==> src/rtl/esc_pkg.sv <==
// Shared ESC definitions: carrier direction and minimum carrier peak.
package esc_pkg;

  typedef enum logic {
    DIR_UP   = 1'b0,
    DIR_DOWN = 1'b1
  } dir_t;

  localparam int MIN_PERIOD = 2;

endpackage

==> src/rtl/esc_deadtime.sv <==
// Per-channel dead-time inserter. Any change of raw (or the first enabled
// cycle) drops both sides; the side chosen by raw asserts once the dead
// counter has expired. The high and low sides are never driven together.
module esc_deadtime #(
  parameter int DT_W = 8
) (
  input  logic            clk,
  input  logic            rst,
  input  logic            raw,
  input  logic [DT_W-1:0] dt,
  input  logic            enable,
  output logic            hi,
  output logic            lo
);

  logic            raw_q;
  logic            en_q;
  logic [DT_W-1:0] dcnt;
  logic            edge_det;

  // First enabled cycle counts as an edge so the gates stay off for D clocks.
  assign edge_det = (raw != raw_q) || !en_q;

  // Edge detect, dead counter and registered gate drive.
  always_ff @(posedge clk or posedge rst) begin
    if (rst) begin
      raw_q <= 1'b0;
      en_q  <= 1'b0;
      dcnt  <= '0;
      hi    <= 1'b0;
      lo    <= 1'b0;
    end else if (!enable) begin
      raw_q <= 1'b0;
      en_q  <= 1'b0;
      dcnt  <= '0;
      hi    <= 1'b0;
      lo    <= 1'b0;
    end else begin
      raw_q <= raw;
      en_q  <= 1'b1;
      if (edge_det) begin
        if (dt == '0) begin
          dcnt <= '0;
          hi   <= raw;
          lo   <= ~raw;
        end else begin
          dcnt <= dt;
          hi   <= 1'b0;
          lo   <= 1'b0;
        end
      end else if (dcnt != '0) begin
        dcnt <= dcnt - DT_W'(1);
        if (dcnt == DT_W'(1)) begin
          hi <= raw_q;
          lo <= ~raw_q;
        end
      end else begin
        hi <= raw_q;
        lo <= ~raw_q;
      end
    end
  end

endmodule

==> src/rtl/esc_pwm_gen.sv <==
// Centre-aligned N-phase complementary PWM with valley-synchronised shadow
// registers, peak ADC trigger and a free-running ADC master clock.
module esc_pwm_gen
  import esc_pkg::*;
#(
  parameter int NUM_CH   = 3,
  parameter int CNT_W    = 12,
  parameter int DT_W     = 8,
  parameter int MCLK_DIV = 10
) (
  input  logic                    clk_125_in,
  input  logic                    rst,
  input  logic                    enable,
  input  logic [CNT_W-1:0]        period,
  input  logic [NUM_CH*CNT_W-1:0] duty,
  input  logic [DT_W-1:0]         dead_time,
  input  logic                    load,
  output logic                    load_pending,
  output logic [NUM_CH-1:0]       pwm_hi,
  output logic [NUM_CH-1:0]       pwm_lo,
  output logic                    period_start,
  output logic                    adc_trig,
  output logic                    adc_mclk_out
);

  localparam int HALF_DIV = MCLK_DIV / 2;
  localparam int DIV_W    = $clog2(HALF_DIV) + 1;

  dir_t                    dir;
  logic [CNT_W-1:0]        cnt;
  logic [CNT_W-1:0]        sh_period, act_period, p_eff;
  logic [NUM_CH*CNT_W-1:0] sh_duty, act_duty, duty_use;
  logic [DT_W-1:0]         sh_dt, act_dt, dt_use;
  logic [NUM_CH-1:0]       raw_cmp;
  logic                    valley, apply_shadow, at_peak;
  logic [DIV_W-1:0]        div_cnt;

  assign p_eff        = (act_period < CNT_W'(MIN_PERIOD)) ? CNT_W'(MIN_PERIOD) : act_period;
  assign valley       = enable && (cnt == '0);
  assign apply_shadow = valley && load_pending;
  assign at_peak      = enable && (dir == DIR_UP) && (cnt >= p_eff);
  // Values being applied at this valley already govern this valley's compare.
  assign duty_use     = apply_shadow ? sh_duty : act_duty;
  assign dt_use       = apply_shadow ? sh_dt : act_dt;

  // Up/down carrier: 0..P then P-1..1, held at 0 and UP while disabled.
  always_ff @(posedge clk_125_in or posedge rst) begin
    if (rst) begin
      cnt <= '0;
      dir <= DIR_UP;
    end else if (!enable) begin
      cnt <= '0;
      dir <= DIR_UP;
    end else if (cnt == '0) begin
      cnt <= CNT_W'(1);
      dir <= DIR_UP;
    end else if (dir == DIR_UP) begin
      if (cnt >= p_eff) begin
        cnt <= cnt - CNT_W'(1);
        dir <= DIR_DOWN;
      end else begin
        cnt <= cnt + CNT_W'(1);
      end
    end else begin
      cnt <= cnt - CNT_W'(1);
    end
  end

  // Shadow capture on load, copy to active at a valley; a coincident load stays pending.
  always_ff @(posedge clk_125_in or posedge rst) begin
    if (rst) begin
      sh_period    <= '0;
      sh_duty      <= '0;
      sh_dt        <= '0;
      act_period   <= '0;
      act_duty     <= '0;
      act_dt       <= '0;
      load_pending <= 1'b0;
    end else begin
      if (apply_shadow) begin
        act_period <= sh_period;
        act_duty   <= sh_duty;
        act_dt     <= sh_dt;
      end
      if (load) begin
        sh_period    <= period;
        sh_duty      <= duty;
        sh_dt        <= dead_time;
        load_pending <= 1'b1;
      end else if (apply_shadow) begin
        load_pending <= 1'b0;
      end
    end
  end

  // Registered valley and peak pulses, aligned with the raw update.
  always_ff @(posedge clk_125_in or posedge rst) begin
    if (rst) begin
      period_start <= 1'b0;
      adc_trig     <= 1'b0;
    end else begin
      period_start <= valley;
      adc_trig     <= at_peak;
    end
  end

  // Per-channel compare against the carrier.
  always_comb begin
    raw_cmp = '0;
    for (int i = 0; i < NUM_CH; i++) begin
      raw_cmp[i] = cnt < duty_use[i*CNT_W +: CNT_W];
    end
  end

  for (genvar g = 0; g < NUM_CH; g++) begin : g_ch
    esc_deadtime #(
      .DT_W(DT_W)
    ) u_dt (
      .clk    (clk_125_in),
      .rst    (rst),
      .raw    (raw_cmp[g]),
      .dt     (dt_use),
      .enable (enable),
      .hi     (pwm_hi[g]),
      .lo     (pwm_lo[g])
    );
  end

  // ADC master clock: toggle every MCLK_DIV/2 clocks regardless of enable.
  always_ff @(posedge clk_125_in or posedge rst) begin
    if (rst) begin
      div_cnt      <= '0;
      adc_mclk_out <= 1'b0;
    end else if (div_cnt == DIV_W'(HALF_DIV - 1)) begin
      div_cnt      <= '0;
      adc_mclk_out <= ~adc_mclk_out;
    end else begin
      div_cnt <= div_cnt + DIV_W'(1);
    end
  end

endmodule
==> config.mk <==
export PLATFORM = sky130hd
export DESIGN_NAME = esc_pwm_gen
export DESIGN_NICKNAME = d
export VERILOG_FILES = /design/src/rtl/esc_pkg.sv /design/src/rtl/esc_deadtime.sv /design/src/rtl/esc_pwm_gen.sv
export SDC_FILE = /design/constraint.sdc
export NUM_CORES = 1
export LEC_CHECK = 0
export ABC_AREA = 1
export ABC_CLOCK_PERIOD_IN_PS = 12200
export CORE_AREA = 2 2 153 155
export CTS_BUF_LIST = sky130_fd_sc_hd__clkbuf_4
export CTS_CLUSTER_DIAMETER = 80
export CTS_CLUSTER_SIZE = 12
export DETAILED_ROUTE_END_ITERATION = 10
export DIE_AREA = 0 0 155 157
export GPL_TIMING_DRIVEN = 0
export PLACE_DENSITY = 0.66
export SLEW_MARGIN = 20
export SYNTH_ARGS = -nofsm -noshare
export SYNTH_HDL_FRONTEND = slang
export SYNTH_SLANG_ARGS = --single-unit
==> constraint.sdc <==
create_clock -name clk_125_in -period 12.2 [get_ports clk_125_in]
set_input_delay 2.44 -clock clk_125_in [delete_from_list [all_inputs] [get_ports clk_125_in]]
set_output_delay 2.44 -clock clk_125_in [all_outputs]
set_load 0.01 [all_outputs]
==> results.json <==
{
  "yosysWarnings": 0,
  "worstPathRequired_ns": 12.68,
  "synth_compound_area_frac": 0.114,
  "wl_per_cell_um": 14.2,
  "fill_cells": 2242,
  "cts_num_sinks": 167,
  "r2r_start": "cnt[9]",
  "insertion_delay_ns": 0.59,
  "synth_seq_cells": 167,
  "cts_buffer_depth": 2,
  "io_buffers": 68,
  "clock.fmax_ghz": 0.169,
  "p_leak_nw": 5.15,
  "gp_congestion": 0.882,
  "hold_path_end": "adc_mclk_out",
  "grt_max_degree": 106,
  "hpwl_mm": 15.3,
  "drc": 0,
  "rows": 55,
  "synth_seq_area_share": 0.467,
  "areaGrowthSynthToFinish_pct": 15.6,
  "min_path_type": "flip-flop to flip-flop",
  "final_cell_mix": "nand2_1 (235), dfrtp_1 (167), inv_1 (166), o21ai_0 (116), clkdlybuf4s50_1 (68)",
  "setup_viol": 0,
  "antenna_found_initial": 1,
  "reg2reg_to": "g_ch[1].u_dt.dcnt[1]",
  "synthSimpleGateAreaFrac": 0.198,
  "crit_chain": "clkdlybuf4s50_1 > nand3_4 > nor2_8 > buf_6 > buf_2 > clkbuf_1 > nand2_1 > o21ai_0 > ha_1 > a21oi_1 > nor2_1 > a2111oi_1 > clkdlybuf4s18_2 > nand2_2 > nand2_2 > nand4_1 > nand2_1 > inv_1 > nand2_1 > nand2_1",
  "criticalPathCategory": "primary input to flip-flop",
  "worstSetupStartpointType": "primary input",
  "reg2reg_slack_ns": 7.58,
  "hold_violations": 0,
  "synth_ff_type": "dfrtp_1",
  "cp_common_cell": "nand2_1",
  "netlist_instances": 1063,
  "fin_setup_tns_ns": 0,
  "cts_setup_buffers": 0,
  "relSlewSlack": 0.439,
  "dp.cells": 1418,
  "vias_per_cell": 4.84,
  "crit_arrival_ns": 6.41,
  "worst_pin_slew_ns": 0.833,
  "cts_resized": 0,
  "irDropWorstVdd_mv": 0.0871,
  "ys_types": 40,
  "cellPowerDensity_nw_per_um2": 219,
  "grt_pass1_wl_mm": 34.3,
  "drv_slew": 0,
  "drv_cap": 0,
  "hold_path_depth": 1,
  "rsz0062_at_grt": "no",
  "die_h_um": 157,
  "cp_slowest_cell": "clkdlybuf4s50_1",
  "layout.nets": 1269,
  "holdBufCountCts": 0,
  "synth_adder_area_share": 0.0798,
  "numCtsBuffers": 17,
  "synth-xor-area-share": 0.0372,
  "synth.avg_cell_area_um2": 8.41,
  "synth.cell_area_um2": 8940,
  "r2r_cells": 23,
  "vias": 7021,
  "slowest_delay_ns": 0.61,
  "status": "completed",
  "muxShareOfSynthArea": 0.00378,
  "drt_wl_total_mm": 20.6,
  "mostFrequentLayoutCell": "nand2_1",
  "core_um2": 22500,
  "cp_top_family": "buffers and inverters",
  "drive_gt1_frac": 0.0807,
  "drt-initial-drc-count": 352,
  "die_area_um2": 24300,
  "fin_skew_ns": 0.0318,
  "setup.worst_path.end_class": "flip-flop",
  "worstHoldStart": "adc_mclk_out",
  "tritoncts": "yes",
  "initial_core_util": 0.397,
  "gr-total-overflow": 0,
  "synth_top_family_by_area": "simple AND/OR/NAND/NOR gates",
  "power_mw": 2.27,
  "synthesis.nets": 1180,
  "finalCritPeriodShare": 0.486,
  "root_buffer": "clkbuf_4",
  "cp_max_fo": 10,
  "period_needed_ns": 5.93,
  "dieWidth_um": 155,
  "grt_use_total": 0.179,
  "clk_pin_slew_worst_paths_ns": 0.14,
  "placed_area_um2": 10000,
  "fin_util": 0.459,
  "fin_area_um2": 10300,
  "layoutNonFillerInstCount": 1451,
  "antenna_left": 0,
  "synth_edf_count": 0,
  "async_flop_share": 1.00,
  "path_buf_inv": 6,
  "grt_pass1_vias": 6805,
  "cts.htree.levels": 4,
  "detail_route.first_pass.iterations": 5,
  "io_pins": 70
}
==> stage by stage <==
stage	setup WS (ns)	hold slack, ns
2_1_floorplan	5.24	0.432
3_3_place_gp	2.85	0.449
3_5_place_dp	5.65	0.456
4_1_cts	6.26	0.480
5_1_grt	5.91	0.493
6_report	6.27	0.475
==> power breakdown <==
group | switching, mW | leakage (nW) | internal [mW]
Sequential | 0.110 | 2.04 | 0.718
Combinational | 0.671 | 2.95 | 0.415
Clock | 0.221 | 0.164 | 0.131
Total | 1.00 | 5.15 | 1.26
==> per-layer routing <==
layer  share of wire  global-route usage  wire [um]
met5               0                   0          0
met4           0.019              0.0525        391
met3           0.037              0.0317        751
met2            0.46               0.295       9550
met1            0.48               0.243       9860
==> final cells by class <==
| class | instances | area (um^2) | area share |
|---|---|---|---|
| diodes | 1 | 2.50 | 0.000242 |
| repair buffers | 70 | 718 | 0.0695 |
| multi-input cells | 681 | 3880 | 0.375 |
| clock buffers | 17 | 128 | 0.0123 |
| plain buffers | 42 | 238 | 0.0230 |
| inverters | 173 | 657 | 0.0635 |
| clock inverters | 15 | 185 | 0.0179 |
| flip-flops and latches | 167 | 4180 | 0.404 |
| well taps | 285 | 357 | 0.0345 |
==> registers in the layout, summed over array words and instances (netlist names), 4 cells and up <==
name,flops
act_dt,8
act_duty,36
act_period,12
cnt,12
div_cnt,4
g_ch.u_dt.dcnt,24
sh_dt,8
sh_duty,36
sh_period,12
==> logic make-up (layout without fill, tap and decap cells) <==
family / Yosys count / after routing
DFF: 167 / 167
AOI/OAI and AO/OA: 190 / 190
buffers and inverters: 215 / 317
xor gates and xnor gates: 38 / 38
adders and majority gates: 57 / 57
muxes: 3 / 3
and+or+nand+nor: 393 / 393
other: 0 / 1
==> cell usage after synthesis, drive strengths merged (6+ instances only) <==
cell | n | share of area
nand4 | 18 | 0.013
clkbuf | 24 | 0.010
nand2 | 249 | 0.11
buf | 18 | 0.017
a31oi | 6 | 0.0042
o21ai | 141 | 0.080
a21oi | 26 | 0.015
xnor2 | 9 | 0.0088
dfrtp | 167 | 0.47
o211ai | 7 | 0.0059
xor2 | 29 | 0.028
ha | 57 | 0.080
nor3 | 19 | 0.011
inv | 171 | 0.072
nand3 | 38 | 0.029
nor2 | 62 | 0.032
==> how the worst max path moves through the flow <==
stage / startpoint / end / depth (start not counted)
final: enable / g_ch[1].u_dt.dcnt[1] / 20
after global routing: enable / g_ch[1].u_dt.dcnt[1] / 20
after CTS: enable / g_ch[1].u_dt.dcnt[1] / 21
after detailed placement: enable / g_ch[1].u_dt.dcnt[1] / 21
after global placement: rst / sh_period[0] / 2
after floorplan: rst / act_dt[0] / 1
(Power assumes the default switching activity.)
